===== config.mk =====
export PLATFORM = sky130hd
export DESIGN_NAME = seven_segment_scanner
export DESIGN_NICKNAME = d
export VERILOG_FILES = /design/src/rtl/seven_segment_pkg.sv /design/src/rtl/binary_to_bcd.sv /design/src/rtl/seven_segment_scanner.sv
export SDC_FILE = /design/constraint.sdc
export NUM_CORES = 1
export LEC_CHECK = 0
export ABC_AREA = 1
export BUFFER_PORTS_ARGS = -buffer_cell sky130_fd_sc_hd__buf_4
export CAP_MARGIN = 10
export CORE_MARGIN = 5
export CORE_UTILIZATION = 58
export DETAILED_ROUTE_END_ITERATION = 8
export PLACE_DENSITY = 0.9
export SYNTH_ARGS = -nofsm -noshare
export SYNTH_HDL_FRONTEND = slang
export SYNTH_SLANG_ARGS = --single-unit

===== constraint.sdc =====
create_clock -name clock -period 1.85 [get_ports clock]
set_input_delay 0.185 -clock clock [delete_from_list [all_inputs] [get_ports clock]]
set_output_delay 0.185 -clock clock [all_outputs]
set_load 0.05 [all_outputs]

===== src/rtl/seven_segment_pkg.sv =====
// Shared glyphs, digit-index type and enable constants for the seven-segment scanner.
// Segment order is {dp,g,f,e,d,c,b,a}, active-low.
package seven_segment_pkg;

   localparam int unsigned SEG_W   = 8;
   localparam int unsigned EN_W    = 4;
   localparam int unsigned VALUE_W = 8;
   localparam int unsigned NIB_W   = 4;

   localparam logic [SEG_W-1:0] SEG_0     = 8'hC0;
   localparam logic [SEG_W-1:0] SEG_1     = 8'hF9;
   localparam logic [SEG_W-1:0] SEG_2     = 8'hA4;
   localparam logic [SEG_W-1:0] SEG_3     = 8'hB0;
   localparam logic [SEG_W-1:0] SEG_4     = 8'h99;
   localparam logic [SEG_W-1:0] SEG_5     = 8'h92;
   localparam logic [SEG_W-1:0] SEG_6     = 8'h82;
   localparam logic [SEG_W-1:0] SEG_7     = 8'hF8;
   localparam logic [SEG_W-1:0] SEG_8     = 8'h80;
   localparam logic [SEG_W-1:0] SEG_9     = 8'h90;
   localparam logic [SEG_W-1:0] SEG_A     = 8'h88;
   localparam logic [SEG_W-1:0] SEG_B     = 8'h83;
   localparam logic [SEG_W-1:0] SEG_C     = 8'hC6;
   localparam logic [SEG_W-1:0] SEG_D     = 8'hA1;
   localparam logic [SEG_W-1:0] SEG_E     = 8'h86;
   localparam logic [SEG_W-1:0] SEG_F     = 8'h8E;
   localparam logic [SEG_W-1:0] SEG_BLANK = 8'hFF;

   localparam logic [EN_W-1:0]  ALL_OFF   = 4'hF;

   typedef logic [1:0] digit_idx_t;

   typedef enum logic [1:0] {
      BCD_IDLE,
      BCD_SHIFT,
      BCD_DONE
   } bcd_state_t;

   // Hex glyph for one nibble; b and d are lowercase.
   function automatic logic [SEG_W-1:0] seg_glyph(input logic [NIB_W-1:0] nib);
      logic [SEG_W-1:0] g;
      case (nib)
         4'h0:    g = SEG_0;
         4'h1:    g = SEG_1;
         4'h2:    g = SEG_2;
         4'h3:    g = SEG_3;
         4'h4:    g = SEG_4;
         4'h5:    g = SEG_5;
         4'h6:    g = SEG_6;
         4'h7:    g = SEG_7;
         4'h8:    g = SEG_8;
         4'h9:    g = SEG_9;
         4'hA:    g = SEG_A;
         4'hB:    g = SEG_B;
         4'hC:    g = SEG_C;
         4'hD:    g = SEG_D;
         4'hE:    g = SEG_E;
         default: g = SEG_F;
      endcase
      return g;
   endfunction

   // Active-low one-cold enable; bit 0 is the rightmost digit.
   function automatic logic [EN_W-1:0] digit_enable(input digit_idx_t idx);
      logic [EN_W-1:0] e;
      case (idx)
         2'd0:    e = 4'b1110;
         2'd1:    e = 4'b1101;
         2'd2:    e = 4'b1011;
         default: e = 4'b0111;
      endcase
      return e;
   endfunction

endpackage


===== src/rtl/binary_to_bcd.sv =====
// Iterative double-dabble: 8 shift cycles then a done cycle; done stays high until the next start.
// Only built when SEVEN_SEGMENT_BCD_EN is defined.
`ifdef SEVEN_SEGMENT_BCD_EN
module binary_to_bcd
   import seven_segment_pkg::*;
(
   input  logic               clock,
   input  logic               resetN,
   input  logic               start,
   input  logic [VALUE_W-1:0] binary,
   output logic               done,
   output logic [NIB_W-1:0]   ones,
   output logic [NIB_W-1:0]   tens,
   output logic [NIB_W-1:0]   hundreds
);

   localparam int unsigned BCD_W = 3 * NIB_W;
   localparam int unsigned CNT_W = 3;

   bcd_state_t         r_state;
   bcd_state_t         w_state_nxt;
   logic [VALUE_W-1:0] r_bin;
   logic [BCD_W-1:0]   r_bcd;
   logic [CNT_W-1:0]   r_cnt;
   logic               r_done;
   logic               w_load;
   logic               w_shift;
   logic               w_finish;
   logic [BCD_W-1:0]   w_adj;

   always_ff @(posedge clock or negedge resetN) begin
      if (!resetN) r_state <= BCD_IDLE;
      else         r_state <= w_state_nxt;
   end

   always_comb begin
      w_state_nxt = r_state;
      w_load      = 1'b0;
      w_shift     = 1'b0;
      w_finish    = 1'b0;
      case (r_state)
         BCD_IDLE: begin
            if (start) begin
               w_load      = 1'b1;
               w_state_nxt = BCD_SHIFT;
            end
         end
         BCD_SHIFT: begin
            w_shift = 1'b1;
            if (r_cnt == CNT_W'(7)) w_state_nxt = BCD_DONE;
         end
         BCD_DONE: begin
            w_finish    = 1'b1;
            w_state_nxt = BCD_IDLE;
         end
         default: w_state_nxt = BCD_IDLE;
      endcase
   end

   // Add-3 correction on every BCD digit that is 5 or more, ahead of the shift.
   always_comb begin
      w_adj = r_bcd;
      for (int i = 0; i < 3; i++) begin
         if (r_bcd[i*NIB_W +: NIB_W] >= NIB_W'(5))
            w_adj[i*NIB_W +: NIB_W] = r_bcd[i*NIB_W +: NIB_W] + NIB_W'(3);
      end
   end

   always_ff @(posedge clock or negedge resetN) begin
      if (!resetN) begin
         r_bin  <= '0;
         r_bcd  <= '0;
         r_cnt  <= '0;
         r_done <= 1'b0;
      end else if (w_load) begin
         r_bin  <= binary;
         r_bcd  <= '0;
         r_cnt  <= '0;
         r_done <= 1'b0;
      end else if (w_shift) begin
         {r_bcd, r_bin} <= {w_adj[BCD_W-2:0], r_bin, 1'b0};
         r_cnt          <= r_cnt + CNT_W'(1);
      end else if (w_finish) begin
         r_done <= 1'b1;
      end
   end

   assign done     = r_done;
   assign ones     = r_bcd[0 +: NIB_W];
   assign tens     = r_bcd[NIB_W +: NIB_W];
   assign hundreds = r_bcd[2*NIB_W +: NIB_W];

endmodule
`endif


===== src/rtl/seven_segment_scanner.sv =====
// Frame-synchronous value commit and 4-digit multiplexed scan for the seven-segment display.
// Define SEVEN_SEGMENT_BCD_EN for decimal display with leading-zero blanking; default is hex.
module seven_segment_scanner
   import seven_segment_pkg::*;
#(
   parameter int unsigned TICK_DIV = 100000
) (
   input  logic               clock,
   input  logic               resetN,
   input  logic [VALUE_W-1:0] value,
   input  logic               valueValid,
   output logic               valueReady,
   output logic [VALUE_W-1:0] leds,
   output logic [SEG_W-1:0]   sevenSegmentData,
   output logic [EN_W-1:0]    sevenSegmentEnable,
   output logic               busy
);

   localparam int unsigned   PW        = $clog2(TICK_DIV);
   localparam logic [PW-1:0] PRESC_MAX = PW'(TICK_DIV - 1);

   logic [PW-1:0]      r_presc;
   digit_idx_t         r_idx;
   logic [VALUE_W-1:0] r_shadow;
   logic               r_busy;
   logic               r_ready;
   logic [VALUE_W-1:0] r_leds;
   logic [SEG_W-1:0]   r_seg;
   logic [EN_W-1:0]    r_en;

   logic               w_tick;
   logic               w_boundary;
   logic               w_accept;
   logic               w_result_ok;
   logic               w_commit;
   logic               w_blank;
   logic [SEG_W-1:0]   w_glyph;

   assign w_tick     = (r_presc == PRESC_MAX);
   assign w_boundary = w_tick && (r_idx == 2'd3);
   assign w_accept   = valueValid && r_ready;
   assign w_commit   = r_busy && w_result_ok && w_boundary;

`ifdef SEVEN_SEGMENT_BCD_EN
   logic [NIB_W-1:0] r_ones;
   logic [NIB_W-1:0] r_tens;
   logic [NIB_W-1:0] r_hund;
   logic             w_done;
   logic [NIB_W-1:0] w_ones;
   logic [NIB_W-1:0] w_tens;
   logic [NIB_W-1:0] w_hund;

   binary_to_bcd u_bcd (
      .clock    (clock),
      .resetN   (resetN),
      .start    (w_accept),
      .binary   (value),
      .done     (w_done),
      .ones     (w_ones),
      .tens     (w_tens),
      .hundreds (w_hund)
   );

   assign w_result_ok = w_done;

   always_ff @(posedge clock or negedge resetN) begin
      if (!resetN) begin
         r_ones <= '0;
         r_tens <= '0;
         r_hund <= '0;
      end else if (w_commit) begin
         r_ones <= w_ones;
         r_tens <= w_tens;
         r_hund <= w_hund;
      end
   end

   // Hundreds blank when zero; tens blank only when hundreds is blank too.
   always_comb begin
      w_blank = 1'b1;
      w_glyph = SEG_BLANK;
      case (r_idx)
         2'd0: begin
            w_blank = 1'b0;
            w_glyph = seg_glyph(r_ones);
         end
         2'd1: begin
            w_blank = (r_hund == '0) && (r_tens == '0);
            w_glyph = seg_glyph(r_tens);
         end
         2'd2: begin
            w_blank = (r_hund == '0);
            w_glyph = seg_glyph(r_hund);
         end
         default: ;
      endcase
   end
`else
   logic [VALUE_W-1:0] r_disp;

   // The shadow register is stable from the cycle after capture.
   assign w_result_ok = 1'b1;

   always_ff @(posedge clock or negedge resetN) begin
      if (!resetN)       r_disp <= '0;
      else if (w_commit) r_disp <= r_shadow;
   end

   always_comb begin
      w_blank = 1'b1;
      w_glyph = SEG_BLANK;
      case (r_idx)
         2'd0: begin
            w_blank = 1'b0;
            w_glyph = seg_glyph(r_disp[3:0]);
         end
         2'd1: begin
            w_blank = 1'b0;
            w_glyph = seg_glyph(r_disp[7:4]);
         end
         default: ;
      endcase
   end
`endif

   // Slot timing, handshake and pin drive; a tick blanks the pins for one cycle before the next digit.
   always_ff @(posedge clock or negedge resetN) begin
      if (!resetN) begin
         r_presc  <= '0;
         r_idx    <= '0;
         r_shadow <= '0;
         r_busy   <= 1'b0;
         r_ready  <= 1'b1;
         r_leds   <= '0;
         r_seg    <= SEG_BLANK;
         r_en     <= ALL_OFF;
      end else begin
         r_presc <= w_tick ? '0 : r_presc + PW'(1);
         if (w_tick) r_idx <= r_idx + 2'd1;

         if (w_accept) begin
            r_shadow <= value;
            r_busy   <= 1'b1;
            r_ready  <= 1'b0;
         end else if (w_commit) begin
            r_leds  <= r_shadow;
            r_busy  <= 1'b0;
            r_ready <= 1'b1;
         end

         r_seg <= (w_tick || w_blank) ? SEG_BLANK : w_glyph;
         r_en  <= (w_tick || w_blank) ? ALL_OFF : digit_enable(r_idx);
      end
   end

   assign valueReady         = r_ready;
   assign busy               = r_busy;
   assign leds               = r_leds;
   assign sevenSegmentData   = r_seg;
   assign sevenSegmentEnable = r_en;

endmodule


Word-level counts from Yosys, hierarchy flattened --
Memories as Yosys holds them, arrays and structs flattened. Cells that the tools add are included.
Word-level totals: bits in writable memories 0, memories 2, output and inout port bits 22, bits of input ports 11, memory bits (read-only) 224, bits in registers 57, logic and storage cells 36, bits in latches 0
Memories:
- (no name shown) | depth 16, width 7, rd ports 1, clocked after memory_dff 0, write ports 0, RTL line seven_segment_pkg.sv:41 | case (nib)
- (no name shown) | depth 16, width 7, rd ports 1, clocked after memory_dff 0, write ports 0, RTL line seven_segment_pkg.sv:41
Operators by class: bitwise gates (word level) 1, add/subtract/negate cells 2, multipliers 0, order comparisons 0, multiplexer cells 10, div/mod/pow operators 0, reductions and logical operators 8, shift operators 0, eq/ne operators 4
Operators by type and width (number):
- adder 17 x 1 -> 17 bit, second input constant | 1
- == test 17 bit, second input constant | 1
- 2-to-1 mux 17 bit | 1
- one-hot mux 8 bit (2 select lines) | 1
- one-hot mux 4 bit (3 select lines) | 1
- 2-to-1 mux 8 bit | 1
- 2-to-1 mux 1 bit | 5
- == test 2 bit, second input constant | 2
- 2-to-1 mux 4 bit | 1
- logical AND 1 bit | 3
- adder 2 x 1 -> 2 bit, second input constant | 1
- == test 2 x 1 -> 1 bit, second input constant | 1
- logical NOT 2 bit | 1
- AND reduction 2 bit | 1
- nonzero test 2 bit | 1
- OR reduction 2 bit | 1
- logical OR 1 bit | 1
- inverter 1 bit | 1

Depth between registers and ports, before layout --
Gate-level depths: netlist of the first run.
depth after elaboration 5, mapped depth 9, mapped depth without buffers 9

Worst setup path before layout of the first run --
No wires, ideal clock.
path kind flip-flop to flip-flop, start point register r_presc[0], end point register r_leds[0], in the netlist leds[0], cell stages (with the launch flop) 9, arrival time 1.441 ns, slack 0.343 ns, required time 1.784 ns, path through dfrtp_1 -> ha_1 -> nand2_1 -> nor2_4 -> nand3_4 -> nor3_4 -> buf_6 -> nand4_1 -> nand2_1
Between the ends: word-level cells in the longest chain between the ends 4
RTL lines:
- start: declaration | RTL line seven_segment_scanner.sv:22 | logic [PW-1:0] r_presc;
- start signal: assignment | RTL line seven_segment_scanner.sv:138 | r_presc <= w_tick ? '0 : r_presc + PW'(1);
- == test 17 bit | RTL line seven_segment_scanner.sv:39 | assign w_tick = (r_presc == PRESC_MAX);
- logical AND 1 bit | RTL line seven_segment_scanner.sv:40 | assign w_boundary = w_tick && (r_idx == 2'd3);
- logical AND 1 bit | RTL line seven_segment_scanner.sv:42 | assign w_commit = r_busy && w_result_ok && w_boundary;
- AND reduction 2 bit (no source line)
- end signal: assignment | RTL line seven_segment_scanner.sv:146 | r_leds <= r_shadow;
- end: declaration | RTL line seven_segment_scanner.sv:27 | logic [VALUE_W-1:0] r_leds;
Every way passes these cells. A chain may end at the register's enable or synchronous reset.

Worst setup path in the final report of the first run --
start point register r_presc[0], end point register r_leds[5], in the netlist leds[5]
Same word-level chain as after synthesis.

==> results.cfg, run 1 <==
[setup_path]
path_cells = ha_1 > nand2_1 > nor2_4 > nand3_4 > nor2_4 > nand4_4 > nand2_1 > nand2_1
crit_path_frequent_cell = nand2_1
crit_fanout = 10
reg2regPathDepth = 8
cp.required_ns = 2.06
critical_path_buf_inv_count = 0
crit_slowest_cell = dfrtp_1
arrival_ns = 1.91
cp-end-kind = flop
path_class = reg2reg
worstSetupStartpointType = flop
crit_family = simple AND/OR/NAND/NOR gates
critPathMaxStageDelay_ns = 0.39
timing.rr.start = r_presc[0]
cp.depth = 8
crit_path_start = r_presc[0]

[route]
drc = 0
dr.first_iter.drc_count = 161
wl_per_cell_um = 12.7
vias_per_cell = 5.15
wirelength_um = 5960
vias = 2422
drt_pre_antenna_iters = 4
antenna_left = 0

[run_status]
status = complete, no violations

[clocking]
post_cts_buffers = 0
cts-root-buf = clkbuf_8
cts_sinks = 56
cts_buffers = 5
htreeDepth = 2
clk_latency_ns = 0.31
cts.path.max_buffers = 2
clk_pin_slew_ns = 0.10
tritoncts = built

[grt]
grt_pass1_vias = 2420
grt.total_usage = 0.197
overflow = 0
grt_first_pass_wirelength_um = 10300
grt_max_degree = 57
antenna_found_initial = 0

[layout]
finalInstanceArea_sq_um = 3450
syn_to_final_growth_pct = 13.2
stdcell_count = 470
layout-drive-gt1-share = 0.178
num_antenna_cells = 0
layout.nets = 431

[logic_synthesis]
syn_avg_cell_area_sq_um = 8.36
yosysTopAreaCell = dfrtp_1
seq_area_frac_synth = 0.464
synth.distinct_cells = 30
synth_edf_count = 0
synth-seq-cells = 56
synth.area.top_cells = dfrtp_1 (36%), nand2_1 (12%), dfstp_2 (10%), ha_1 (8.6%), inv_1 (5.0%)
synth_common_cells = nand2_1 (98), dfrtp_1 (44), inv_1 (41)
ys.flop_type = dfrtp_1
yosysMostFrequentCell = nand2_1
synth_top_cell_area_share = 0.361
yosysWarnings = 0
syn_inst = 365
synthArstFlopShare = 1.00
syn_nets = 397
syn-cell-area_sq_um = 3050

[die]
row_count = 26
coreArea_sq_um = 5110
fp.dieH_um = 82.5
die_x_um = 82.5
io_pins = 33
initial_core_util = 0.598
die_area_sq_um = 6810

[hold_path]
whs_path_depth = 3
hold_class = in2reg
hp-start = value[1]

[placed_design]
post_dp_cell_area_sq_um = 3340
port_buffers = 31
place_congestion = 0.908
dpl.hpwl_um = 4430
dp_cells = 461

[sta]
fmax_mhz = 589
setup_viol = 0
tightest_slew_ns = 0.659
hold_viol_final = 0
slew_viol_final = 0
layout_min_cycle_time_ns = 1.70
fin_crit_sh = 0.918
slew-limit-headroom = 0.561
skew_ns = 0.0138
setup-tns-final_ns = 0
rsz0062_at_grt = no

[power_and_ir_drop]
leakage_nw = 1.78
powerDensity_nw_per_um2 = 619
peakVddDrop_mv = 0.484
power_mw = 2.14

[job]
drv_cap = 0
## cell families after synthesis
group / Yosys count / synth area share
and+or+nand+nor: 190 / 0.289
DFF: 56 / 0.464
buffers and inverters: 54 / 0.0734
AOI/OAI and AO/OA: 34 / 0.0607
adders and majority gates: 21 / 0.0861
xor gates and xnor gates: 9 / 0.0258
other: 1 / 0.00123
## stage by stage
| stage | hold slack (ns) | setup WS [ns] | utilization |
|---|---|---|---|
| 4_1_cts | 0.0537 | 0.0661 | 0.675 |
| 5_1_grt | 0.0446 | 0.0384 | 0.676 |
| 6_report | 0.0602 | 0.152 | 0.676 |
| 3_3_place_gp | 0.257 | 0.125 | 0.655 |
| 3_5_place_dp | 0.269 | 0.0303 | 0.655 |
| 2_1_floorplan | -0.111 | 0.343 | - |
## cells in the final DEF, fill, tap and decap left out, drive strengths merged
| cell type | netlist | routed |
|---|---|---|
| a21oi | 14 | 14 |
| conb | 1 | 1 |
| dfstp | 12 | 12 |
| o21ai | 14 | 14 |
| nor2 | 37 | 37 |
| buf | 6 | 34 |
| nand3b | 1 | 1 |
| or3 | 2 | 2 |
| a211oi | 2 | 2 |
| clkbuf | 2 | 6 |
| dlygate4sd3 | 0 | 1 |
| clkinv | 1 | 1 |
| dfrtp | 44 | 44 |
| nand3 | 27 | 27 |
| o211ai | 4 | 4 |
| xor2 | 9 | 9 |
| nand4 | 10 | 10 |
| nor3 | 12 | 12 |
| inv | 45 | 46 |
| ha | 21 | 21 |
| nand2 | 101 | 101 |
| clkinvlp | 0 | 1 |
## worst paths after layout
| kind | endpoint | slack, ns |
|---|---|---|
| hold reg to reg | r_presc[0] | 0.47 |
| setup reg to reg | leds[5] | 0.15 |
| hold / removal | r_shadow[1] | 0.06 |
| min in group asynchronous | r_presc[0] | 0.45 |
| max in group asynchronous | busy | 0.97 |
| setup / recovery | leds[5] | 0.15 |
## power by group
group | leakage, nW | total [mW] | switching, mW | internal (mW)
Combinational | 1.03 | 0.117 | 0.0739 | 0.0434
Clock | 0.0418 | 0.673 | 0.400 | 0.273
Sequential | 0.708 | 1.35 | 0.0615 | 1.29
## state kept, by name (all words and copies together) (netlist names)
signal,flops
sevenSegmentData,7
r_presc,17
busy,1
valueReady,1
r_idx,2
sevenSegmentEnable,4
r_disp,8
r_shadow,8
leds,8
## worst min-delay path: stages
cell	delay, ns
buf_4	0.07
nand2_1	0.04
nand2_1	0.04
## final cells by class
| type | instances | area [sq um] |
|---|---|---|
| clock buffers | 6 | 72.6 |
| clock inverters | 2 | 16.3 |
| fillers | 423 | 1650 |
| inverters | 46 | 173 |
| multi-input cells | 255 | 1420 |
| flip-flops and latches | 56 | 1420 |
| well taps | 70 | 87.6 |
| repair buffers | 35 | 265 |
## what timing repair did
item | in CTS | in global routing
gates resized for setup | 1 | 1
setup endpoints to repair | 2 | 7
hold endpoints to repair | 44 | 0
hold buffers | 1 | 0
## metal layers
layer,GRT usage,wire length (um),up-vias
met5,0,0,-
met3,0.0456,356,10
met2,0.340,2910,68
li1,-,-,1223
met4,0.0637,80,0
met1,0.245,2610,1121
No activity file was read; power rests on OpenSTA's default activity.
==> run 2: changes to the inputs <==
ABC_AREA = default   (was 1)
SKIP_CTS_REPAIR_TIMING = 1   (was default)
==> run 2 against run 1 <==
Compared with the run above: the run now ends with negative setup slack left; largest power group unchanged; sequential power shrank 6%; synthesized area shrank 5.1%; sequential cell count is the same; largest cell class is now flip-flops and latches; clock skew grew 0.0013 ns.
==> results.cfg, run 2 <==
[hold_path]
whs_path_depth = 2
hp-start = valueValid
holdPathEnd = valueReady
hold_class = in2reg

[logic_synthesis]
synthArstFlopShare = 1.00
yosys.area_share.simple = 0.152
yosysWarnings = 0
yosysTopAreaCell = dfrtp_1
syn_nets = 279
synth-seq-cells = 56
synth.distinct_cells = 42
syn_inst = 247
syn_avg_cell_area_sq_um = 11.7
synth_common_cells = dfrtp_1 (44), mux2_2 (25), ha_1 (21)
ys.flop_type = dfrtp_1
synth_edf_count = 0
syn-cell-area_sq_um = 2900
synthXorXnorAreaFrac = 0.0454
synth_top_cell_area_share = 0.380
yosysMostFrequentCell = dfrtp_1
synth_fa_ha_area_frac = 0.0907
synth_compound_area_frac = 0.0665
synth_top_family_by_area = simple AND/OR/NAND/NOR gates
seq_area_frac_synth = 0.489
synth.area.top_cells = dfrtp_1 (38%), dfstp_2 (11%), mux2_2 (9.7%), ha_1 (9.1%), xnor2_1 (2.7%)
muxShareOfSynthArea = 0.126

[layout]
layout_common_cells = buf_4 (57), dfrtp_1 (44), mux2_2 (25), ha_1 (21), nand2_1 (16)
syn_to_final_growth_pct = 21.4
top_register = r_presc
stdcell_count = 373
num_antenna_cells = 0
layout-drive-gt1-share = 0.359
finalInstanceArea_sq_um = 3520
layout_commonest_cell = buf_4
largest_register_ffs = 17
layout.nets = 337

[run_status]
status = finished with violations
violations = negative setup slack

[sta]
slew-limit-headroom = 0.559
fmax_mhz = 493
skew_ns = 0.0151
whs_ns = 0.0222
rsz0062_at_grt = yes
setup_viol = 17
worst_slack_ns = -0.178
layout_min_cycle_time_ns = 2.03
fin_crit_sh = 1.10
setup-tns-final_ns = -2.58
tightest_slew_ns = 0.662
slew_viol_final = 0
hold_viol_final = 0

[route]
vias_per_cell = 5.50
wirelength_um = 5690
drc = 0
drt_pre_antenna_iters = 4
dr.first_iter.drc_count = 179
wl_per_cell_um = 15.3
antenna_left = 0
vias = 2053

[die]
fp.dieH_um = 80.7
die_area_sq_um = 6510
io_pins = 33
coreArea_sq_um = 4790
row_count = 25
initial_core_util = 0.605
die_x_um = 80.7

[grt]
grt_pass1_vias = 2053
grt.total_usage = 0.195
overflow = 0
grt_first_pass_wirelength_um = 9720
grt_max_degree = 57
antenna_found_initial = 0

[setup_path]
cp-end-kind = flop
arrival_ns = 2.22
path_cells = or4b_4 > nor4_4 > and3_1 > buf_6 > mux2_2
r2r-end = r_disp[3]
critical_path_buf_inv_count = 1
crit_fanout = 8
crit_family = simple AND/OR/NAND/NOR gates
critPathMaxStageDelay_ns = 0.55
worstSetupStartpointType = flop
reg2regPathDepth = 5
rrSetupSlack_ns = -0.18
crit_slowest_cell = or4b_4
timing.rr.start = r_presc[8]
cp.required_ns = 2.04
path_class = reg2reg

[clocking]
cts_buffers = 5
htreeDepth = 2
cts.path.max_buffers = 2
cts_sinks = 56
cts-root-buf = clkbuf_8
clk_pin_slew_ns = 0.11
clk_latency_ns = 0.32
tritoncts = built

[power_and_ir_drop]
powerDensity_nw_per_um2 = 612
combPwrFrac = 0.035
clockPowerShare = 0.376
internal-power_mw = 1.69
peakVddDrop_mv = 0.513
pwr-share-seq = 0.589
swShare = 0.216
p_sw_mw = 0.465
leakage_nw = 1.69
power_mw = 2.15

[placed_design]
place_congestion = 0.899
dp_cells = 362
dpl.hpwl_um = 3910
post_dp_cell_area_sq_um = 3360
port_buffers = 31

[job]
drv_cap = 0
[run 2: changes by cell type after synthesis, moves of 4 or more]
cell,change
inv_2,-4
inv_1,-29
mux2i_1,+6
nor2_1,-17
a221o_1,+4
a21oi_1,-11
mux2_2,+25
nand2_1,-82
nand4_1,-6
nor3_1,-7
nand3_1,-17
nor2b_1,+6
xnor2_1,+9
[run 2: worst max-delay path by stage]
stage                     startpoint         to  slack [ns]  cells past startpoint
after floorplan           r_presc[8]  r_disp[0]       -0.11                      5
after global placement    r_presc[8]  r_disp[3]       -0.03                      5
after detailed placement  r_presc[8]  r_disp[3]       -0.11                      5
after CTS                 r_presc[8]  r_disp[3]       -0.18                      5
after global routing      r_presc[8]    leds[0]       -0.23                      5
final                     r_presc[8]  r_disp[3]       -0.18                      5
[run 2: logic make-up after synthesis]
logic type | after synthesis
buf+inv | 20
flops | 56
other cells | 1
compound gates | 28
xor+xnor | 15
fa+ha+maj | 21
mux | 32
simple gates | 74
[run 2: layout make-up]
| cell class | count | area, sq um |
|---|---|---|
| flip-flops and latches | 56 | 1420 |
| clock inverters | 3 | 47.5 |
| inverters | 12 | 45.0 |
| clock buffers | 5 | 68.8 |
| repair buffers | 59 | 449 |
| multi-input cells | 171 | 1410 |
| well taps | 67 | 83.8 |
| fillers | 312 | 1270 |
[run 2: metal layers]
metal  vias up  GRT usage  wire length [um]
met5         -          0                 0
met4         0     0.0693                93
met3         9     0.0370               214
met2        59      0.333              2860
met1      1001      0.246              2520
li1        984          -                 -
[run 2: power by group through the flow]
| stage | logic, mW | registers (mW) | clock network (mW) |
|---|---|---|---|
| floorplan | 0.0255 | 1.29 | 0 |
| global placement | 0.0714 | 1.29 | 0 |
| detailed placement | 0.0752 | 1.29 | 0 |
| CTS | 0.0752 | 1.27 | 0.818 |
| global route | 0.0859 | 1.27 | 0.875 |
| finish | 0.0748 | 1.27 | 0.810 |
[run 2: metrics by stage]
| stage | utilization | setup WS [ns] |
|---|---|---|
| detailed placement | 0.702 | -0.110 |
| global route | 0.735 | -0.229 |
| finish | 0.735 | -0.178 |
| CTS | 0.727 | -0.183 |
| floorplan | - | -0.114 |
| global placement | 0.702 | -0.0333 |
